--- src/rtl/mac_stop_ctrl.sv ---
`default_nettype none
// ============================================================================
// Module      : mac_stop_ctrl
// Description : Sequencer for the mac_stop_mem matrix store. On a start pulse
//               it computes C = A x B (A is MxK, B is KxN). A and B are read
//               one element at a time, each dot product is accumulated, and
//               every C element is written back in row-major order. A
//               synchronous abort returns the block to IDLE from any state.
//               Build option: define MAC_STOP_CTRL_SIGNED_EN to treat
//               operands as two's complement. Left undefined, the default
//               build uses unsigned, zero-extended arithmetic.
// Revision    : 1.0 - initial release
// ============================================================================
module mac_stop_ctrl #(
    parameter int M                        = 4,
    parameter int K                        = 4,
    parameter int N                        = 4,
    parameter int DATA_WIDTH_INIT_MATRIX   = 32,
    parameter int DATA_WIDTH_RESULT_MATRIX = 2*DATA_WIDTH_INIT_MATRIX+$clog2(K)
) (
    input  logic                                clk,
    input  logic                                resetn,
    input  logic                                start,
    input  logic                                abort,
    output logic                                busy,
    output logic                                done,
    output logic [$clog2(M)-1:0]                row_addr_a,
    output logic [$clog2(K)-1:0]                col_addr_a,
    output logic [$clog2(K)-1:0]                row_addr_b,
    output logic [$clog2(N)-1:0]                col_addr_b,
    output logic                                matrix_a_re,
    output logic                                matrix_b_re,
    input  logic [DATA_WIDTH_INIT_MATRIX-1:0]   data_out_a,
    input  logic [DATA_WIDTH_INIT_MATRIX-1:0]   data_out_b,
    output logic [$clog2(M)-1:0]                row_addr_c,
    output logic [$clog2(N)-1:0]                col_addr_c,
    output logic                                matrix_c_we,
    output logic [DATA_WIDTH_RESULT_MATRIX-1:0] data_in_c
);

    localparam int c_AW_M = $clog2(M);
    localparam int c_AW_K = $clog2(K);
    localparam int c_AW_N = $clog2(N);
    localparam int c_DW   = DATA_WIDTH_INIT_MATRIX;
    localparam int c_RW   = DATA_WIDTH_RESULT_MATRIX;
    localparam int c_PAD  = c_RW - 2*c_DW;

    localparam logic [c_AW_M-1:0] c_I_LAST = c_AW_M'(M-1);
    localparam logic [c_AW_K-1:0] c_K_LAST = c_AW_K'(K-1);
    localparam logic [c_AW_N-1:0] c_J_LAST = c_AW_N'(N-1);

    localparam logic [2:0] S_IDLE  = 3'd0;
    localparam logic [2:0] S_FETCH = 3'd1;
    localparam logic [2:0] S_MAC   = 3'd2;
    localparam logic [2:0] S_WRITE = 3'd3;
    localparam logic [2:0] S_DONE  = 3'd4;

    logic [2:0]        r_state;
    logic [c_AW_M-1:0] r_i;
    logic [c_AW_N-1:0] r_j;
    logic [c_AW_K-1:0] r_k;
    logic [c_RW-1:0]   r_acc;

    logic [2:0]        w_nxt_state;
    logic [c_AW_M-1:0] w_nxt_i;
    logic [c_AW_N-1:0] w_nxt_j;
    logic [c_AW_K-1:0] w_nxt_k;

    logic [c_AW_M-1:0] r_row_a;
    logic [c_AW_K-1:0] r_col_a;
    logic [c_AW_K-1:0] r_row_b;
    logic [c_AW_N-1:0] r_col_b;
    logic [c_AW_M-1:0] r_row_c;
    logic [c_AW_N-1:0] r_col_c;
    logic              r_re;
    logic              r_we;
    logic              r_busy;
    logic              r_done;

    // ------------------------------------------------------------------
    // Operand extension and product. Operands are widened to 2*DW so the
    // product is exact, then padded up to the accumulator width.
    // ------------------------------------------------------------------
    logic [2*c_DW-1:0] w_a_ext;
    logic [2*c_DW-1:0] w_b_ext;
    logic [2*c_DW-1:0] w_prod;
    logic [c_RW-1:0]   w_prod_ext;
    logic              w_prod_sign;

`ifdef MAC_STOP_CTRL_SIGNED_EN
    assign w_a_ext     = {{c_DW{data_out_a[c_DW-1]}}, data_out_a};
    assign w_b_ext     = {{c_DW{data_out_b[c_DW-1]}}, data_out_b};
    assign w_prod_sign = w_prod[2*c_DW-1];
`else
    assign w_a_ext     = {{c_DW{1'b0}}, data_out_a};
    assign w_b_ext     = {{c_DW{1'b0}}, data_out_b};
    assign w_prod_sign = 1'b0;
`endif

    assign w_prod = w_a_ext * w_b_ext;

    generate
        if (c_PAD > 0) begin : g_pad
            assign w_prod_ext = {{c_PAD{w_prod_sign}}, w_prod};
        end else begin : g_nopad
            assign w_prod_ext = w_prod[c_RW-1:0];
        end
    endgenerate

    // Next-state and next-counter decode; abort overrides every busy state
    always_comb begin
        w_nxt_state = r_state;
        w_nxt_i     = r_i;
        w_nxt_j     = r_j;
        w_nxt_k     = r_k;
        case (r_state)
            S_IDLE: begin
                if (start && !abort) begin
                    w_nxt_state = S_FETCH;
                    w_nxt_i     = '0;
                    w_nxt_j     = '0;
                    w_nxt_k     = '0;
                end
            end
            S_FETCH: begin
                w_nxt_state = S_MAC;
            end
            S_MAC: begin
                if (r_k == c_K_LAST) begin
                    w_nxt_state = S_WRITE;
                end else begin
                    w_nxt_k     = r_k + 1'b1;
                    w_nxt_state = S_FETCH;
                end
            end
            S_WRITE: begin
                w_nxt_k = '0;
                if (r_j != c_J_LAST) begin
                    w_nxt_j     = r_j + 1'b1;
                    w_nxt_state = S_FETCH;
                end else if (r_i != c_I_LAST) begin
                    w_nxt_j     = '0;
                    w_nxt_i     = r_i + 1'b1;
                    w_nxt_state = S_FETCH;
                end else begin
                    w_nxt_state = S_DONE;
                end
            end
            S_DONE: begin
                w_nxt_state = S_IDLE;
            end
            default: begin
                w_nxt_state = S_IDLE;
            end
        endcase
        if (abort && (r_state != S_IDLE)) begin
            w_nxt_state = S_IDLE;
        end
    end

    // State and loop counters
    always_ff @(posedge clk or negedge resetn) begin
        if (!resetn) begin
            r_state <= S_IDLE;
            r_i     <= '0;
            r_j     <= '0;
            r_k     <= '0;
        end else begin
            r_state <= w_nxt_state;
            r_i     <= w_nxt_i;
            r_j     <= w_nxt_j;
            r_k     <= w_nxt_k;
        end
    end

    // Accumulator: cleared on start and after each write, summed in MAC
    always_ff @(posedge clk or negedge resetn) begin
        if (!resetn) begin
            r_acc <= '0;
        end else if ((r_state == S_IDLE) && (w_nxt_state == S_FETCH)) begin
            r_acc <= '0;
        end else if (r_state == S_MAC) begin
            r_acc <= r_acc + w_prod_ext;
        end else if (r_state == S_WRITE) begin
            r_acc <= '0;
        end
    end

    // Registered outputs decoded from the upcoming state; addresses load
    // only when their strobe is about to rise and hold otherwise
    always_ff @(posedge clk or negedge resetn) begin
        if (!resetn) begin
            r_row_a <= '0;
            r_col_a <= '0;
            r_row_b <= '0;
            r_col_b <= '0;
            r_row_c <= '0;
            r_col_c <= '0;
            r_re    <= 1'b0;
            r_we    <= 1'b0;
            r_busy  <= 1'b0;
            r_done  <= 1'b0;
        end else begin
            r_re   <= (w_nxt_state == S_FETCH);
            r_we   <= (w_nxt_state == S_WRITE);
            r_busy <= (w_nxt_state != S_IDLE);
            r_done <= (w_nxt_state == S_DONE);
            if (w_nxt_state == S_FETCH) begin
                r_row_a <= w_nxt_i;
                r_col_a <= w_nxt_k;
                r_row_b <= w_nxt_k;
                r_col_b <= w_nxt_j;
            end
            if (w_nxt_state == S_WRITE) begin
                r_row_c <= w_nxt_i;
                r_col_c <= w_nxt_j;
            end
        end
    end

    assign busy        = r_busy;
    assign done        = r_done;
    assign row_addr_a  = r_row_a;
    assign col_addr_a  = r_col_a;
    assign row_addr_b  = r_row_b;
    assign col_addr_b  = r_col_b;
    assign matrix_a_re = r_re;
    assign matrix_b_re = r_re;
    assign row_addr_c  = r_row_c;
    assign col_addr_c  = r_col_c;
    assign matrix_c_we = r_we;
    assign data_in_c   = r_acc;

endmodule
`default_nettype wire

--- config.mk ---
export PLATFORM = sky130hd
export DESIGN_NAME = mac_stop_ctrl
export DESIGN_NICKNAME = d
export VERILOG_FILES = /design/src/rtl/mac_stop_ctrl.sv
export SDC_FILE = /design/constraint.sdc
export NUM_CORES = 2
export LEC_CHECK = 0
export ABC_AREA = 1
export CORE_ASPECT_RATIO = 1.4
export CORE_MARGIN = 2
export CORE_UTILIZATION = 34
export CTS_CLUSTER_SIZE = 40
export DETAILED_ROUTE_END_ITERATION = 10
export PLACE_DENSITY = 0.54
export SLEW_MARGIN = 10
export SYNTH_ARGS = -nofsm -noshare
export SYNTH_HDL_FRONTEND = slang
export SYNTH_SLANG_ARGS = --single-unit
export TNS_END_PERCENT = 20
--- constraint.sdc ---
create_clock -name clk -period 7.8 [get_ports clk]
set_input_delay 1.56 -clock clk [delete_from_list [all_inputs] [get_ports clk]]
set_output_delay 1.56 -clock clk [all_outputs]
set_load 0.005 [all_outputs]
==> impl.org <==
** Floorplan
- The die is 415 µm tall.
- The core region is 119,000 µm².
- Die span in x :: 297 µm
- Starting density of the core :: 0.343
- I/O pin cnt :: 151
- The floorplan step defined a die boundary enclosing 123,000 µm².
- Std-Cell Rows :: 150

** Worst setup path
- In this design, the largest share of critical-path delay is due to adder cells.
- STA classifies the critical path startpoint as a primary input.
- Setup slack on the worst reg-to-reg path comes out at 1.14 ns.
- In this design, the stage delay of the slowest critical-path cell is 0.58 ns.
- The largest individual stage delay along the critical path comes from the cell sky130_fd_sc_hd__fa_1.
- Worst Path Max Fanout :: 7
- In this run the critical register-to-register path is captured at data_in_c[65].
- Data arrival time of the worst path :: 7.95 ns
- STA classifies the critical path endpoint as a flop.
- Worst r2r path cells :: 29
- RR Startpoint :: data_in_c[30]
- Worst Path Buf+Inv :: 9
- The worst setup path is of the in2reg kind.
- For the worst setup path, the data required time is 8.07 ns.
- Most repeated library cell on the critical path :: sky130_fd_sc_hd__fa_1

** Hold path
- Worst Hold Launch :: col_addr_b[0]
- The worst hold path was traced through 2 stages.
- Sink of the worst hold path :: col_addr_b[0]
- In this run the worst hold path is classified as reg2reg.

** Placement
- HPWL after detailed placement :: 114,000 µm
- Number of buffer cells added on primary ports :: 150
- Routability-driven placement finished with a final weighted congestion of 0.934.
- Instance area after placement :: 47,300 µm²
- Timing analysis after detailed placement gives a worst setup slack of -1.06 ns.

** Timing
- Derived from the worst setup path, the maximum achievable clock frequency is 130 MHz.
- Final number of max-transition violations :: 0
- The clock period could shrink to 7.68 ns.
- Setup violations remaining at the end of the flow were counted as 0.
- Headroom to the max-slew limit came out at 0.284.
- Setup repair after global routing could not meet its margin everywhere.
- Transition time of the tightest slew-check pin :: 1.07 ns
- Setup skew after layout :: 0.0138 ns
- Final worst-path cycle share :: 0.984
- Final-report hold violation count :: 0
- In the post-route analysis, the smallest setup slack over all paths is 0.125 ns.

** Global route
- Maximum number of pins on one net before global-route repair :: 52
- Gr ovfl total :: 0
- GRT Util Overall :: 0.222
- Via count of the first global-routing pass :: 36,700
- The initial antenna violation count came to 0.
- Wire length of the first global-routing pass :: 209,000 µm

** Detailed routing
- Summed over all layers, the routed wires come to 138,000 µm.
- DRC viols :: 0
- Number of detailed-route iterations in the first pass :: 5
- The routed layout has 34,200 vias.
- Detailed-route wire length per cell :: 18.3 µm
- Antenna Violating Nets Remaining :: 0
- For this block, the initial DRC count from the detailed router was 1,807.
- Dividing the detail-routed via count by the number of cells gives 4.53.

** Finish
- The area growth from synthesis to layout is 24.7%.
- Antenna diode instance count :: 0
- Of the cells placed in the final design, the portion with a size suffix greater than 1 is 0.160.
- Once layout is done, the placed cells without fillers occupy 51,000 µm².
- In the final design database the tool counted 7,231 nets.
- Fill cells in the final layout number 12,300.

** Clocking
- TritonCTS clock tree :: done
- Count of clock tree sinks :: 89
- The longest clock path from root to sink contains 2 buffers.
- The later pin in the worst-skew pair is clocked with a latency of 0.39 ns.
- Root Driver :: sky130_fd_sc_hd__clkbuf_16
- CTS H-Tree Depth :: 3
- TritonCTS created 9 clock buffers.
- Clock-pin slew was measured on the worst setup and hold paths at 0.08 ns.

** Yosys
- The average instance in the mapped netlist occupies 7.44 µm².
- Post-synth EDFFs :: 0
- Yosys warns :: 0
- Top flip-flop cell by instance count after synthesis :: sky130_fd_sc_hd__dfrtp_1
- Dominant cell type by area after synthesis :: sky130_fd_sc_hd__fa_1
- Synth top area cells :: sky130_fd_sc_hd__fa_1 47%, sky130_fd_sc_hd__inv_1 17%, sky130_fd_sc_hd__nand2_1 16%, sky130_fd_sc_hd__ha_1 7.8%, sky130_fd_sc_hd__dfrtp_1 5.4%
- The cell area that synthesis handed to floorplanning was 40,900 µm².
- Gate count of the mapped netlist :: 5,499
- Synthesized Nets :: 6,783
- After synthesis, the netlist uses 41 different library cells.
- Area share of the largest cell type after synthesis :: 0.471
- Proportion of register bits with asynchronous set or reset after synthesis :: 1.00
- Post-synthesis sequential area ratio :: 0.0544
- Seq cells post-synth :: 89

** Status
- Outcome :: complete, no violations

** Job
- Max-capacitance violation count :: 0
==> per-layer routing <==
layer  vias up  track usage  share of wire  routed length, µm
li1      15900            -              -                  -
met1     17300        0.249           0.37              50700
met2       712        0.429           0.54              74400
met3       246       0.0124          0.030               4170
met4         0       0.0936          0.063               8630
met5         -            0              0                  0
==> placed cells by master (no fill, tap or decap), types with 5 or more instances in the layout <==
cell type and instances:
sky130_fd_sc_hd__buf_16 7, sky130_fd_sc_hd__clkdlybuf4s50_1 85, sky130_fd_sc_hd__buf_6 49, sky130_fd_sc_hd__inv_2 84, sky130_fd_sc_hd__a21oi_1 47, sky130_fd_sc_hd__o21ai_1 17
sky130_fd_sc_hd__clkbuf_4 7, sky130_fd_sc_hd__fa_2 32, sky130_fd_sc_hd__buf_4 330, sky130_fd_sc_hd__nor2_4 32, sky130_fd_sc_hd__bufbuf_16 11, sky130_fd_sc_hd__buf_8 8
sky130_fd_sc_hd__fa_1 930, sky130_fd_sc_hd__inv_1 1798, sky130_fd_sc_hd__nor2_2 24, sky130_fd_sc_hd__nand3_1 63, sky130_fd_sc_hd__nand2_1 1592, sky130_fd_sc_hd__dlymetal6s2s_1 16
sky130_fd_sc_hd__nand2_4 25, sky130_fd_sc_hd__o21ai_0 45, sky130_fd_sc_hd__nand3_2 12, sky130_fd_sc_hd__nor2_1 59, sky130_fd_sc_hd__ha_1 216, sky130_fd_sc_hd__nor3_2 6
sky130_fd_sc_hd__buf_12 92, sky130_fd_sc_hd__a21oi_2 19, sky130_fd_sc_hd__clkbuf_16 21, sky130_fd_sc_hd__ha_4 32, sky130_fd_sc_hd__nand3b_1 6, sky130_fd_sc_hd__nand2_2 108
sky130_fd_sc_hd__clkbuf_2 16, sky130_fd_sc_hd__nor3_1 5, sky130_fd_sc_hd__dfrtp_1 89, sky130_fd_sc_hd__ha_2 6
==> cell usage after synthesis, types with 5 or more instances <==
cell	instances
sky130_fd_sc_hd__inv_2	10
sky130_fd_sc_hd__fa_1	962
sky130_fd_sc_hd__nor3_1	11
sky130_fd_sc_hd__nor2_1	108
sky130_fd_sc_hd__inv_1	1873
sky130_fd_sc_hd__ha_1	254
sky130_fd_sc_hd__nand3b_1	6
sky130_fd_sc_hd__and2_1	5
sky130_fd_sc_hd__o21ai_1	17
sky130_fd_sc_hd__nand3_1	74
sky130_fd_sc_hd__dfrtp_1	89
sky130_fd_sc_hd__clkbuf_1	197
sky130_fd_sc_hd__o21ai_0	46
sky130_fd_sc_hd__buf_2	5
sky130_fd_sc_hd__nor2_4	5
sky130_fd_sc_hd__nand2_1	1724
sky130_fd_sc_hd__a21oi_1	69
==> how the worst max path moves through the flow <==
stage | start | to | slack (ns) | depth (start not counted)
finish | data_out_b[0] | data_in_c[40] | 0.12 | 29
global route | data_out_a[21] | data_in_c[31] | -0.08 | 29
CTS | data_out_b[14] | data_in_c[65] | -0.09 | 31
detailed placement | data_out_b[2] | data_in_c[26] | -1.06 | 29
global placement | data_out_b[2] | data_in_c[26] | -0.98 | 29
floorplan | data_out_b[0] | data_in_c[59] | 0.28 | 29
==> stage by stage <==
step	instances	hold slack, ns	utilization	setup TNS, ns
3_5_place_dp	7414	0.465	0.396	-40.40
6_report	7548	0.482	0.427	0
3_3_place_gp	7414	0.463	0.396	-38.75
5_1_grt	7548	0.518	0.427	-0.555
4_1_cts	7482	0.485	0.414	-0.886
2_1_floorplan	5499	0.464	-	0
==> cells by family (layout without fill, tap and decap cells) <==
group                    Yosys count  count (layout)  synth area share
AO/OA/AOI/OAI                    147             147            0.0190
AND/OR/NAND/NOR                 1949            1949             0.185
XOR/XNOR                           6               6           0.00128
flip-flops                        89              89            0.0544
adder cells (fa/ha/maj)         1216            1216             0.548
buffers and inverters           2092            2545             0.192
==> area by class of cell <==
| cell class | count | area, µm² | share of cell area |
|---|---|---|---|
| Multi-Input combinational cell | 3318 | 32300 | 0.633 |
| Clock buffer | 9 | 225 | 0.00441 |
| Inverter | 1885 | 7080 | 0.139 |
| Sequential cell | 89 | 2230 | 0.0436 |
| Tap cell | 1596 | 2000 | 0.0391 |
| Clock inverter | 7 | 78.8 | 0.00154 |
| Timing Repair Buffer | 644 | 7110 | 0.139 |
==> worst reg2reg max path: cells and delay by family (launching register included) <==
kind                     cells  cell delay, ns
AO/OA/AOI/OAI                1            0.11
adder cells (fa/ha/maj)      9            4.34
buffers and inverters        9            0.88
flip-flops                   1            0.57
AND/OR/NAND/NOR             10            0.71
==> repair_timing <==
action                                  in CTS  in global routing
gates resized for setup                    286                461
gates cloned                                17                 12
endpoints found under the setup margin      49                 54
setup buffers                               35                 61
pin swaps                                   71                258
hold endpoints to repair                     0                  0
hold buffers                                 0                  0
==> registers in the layout, indices dropped and copies added (netlist names) <==
name	flops
r_j	2
r_k	2
row_addr_b	2
r_state	3
matrix_a_re	1
row_addr_a	2
matrix_c_we	1
data_in_c	66
done	1
r_i	2
col_addr_b	2
col_addr_c	2
busy	1
row_addr_c	2
Power is not shown: default switching activity piles up to over one toggle a cycle in this logic, so the estimate is an artifact.
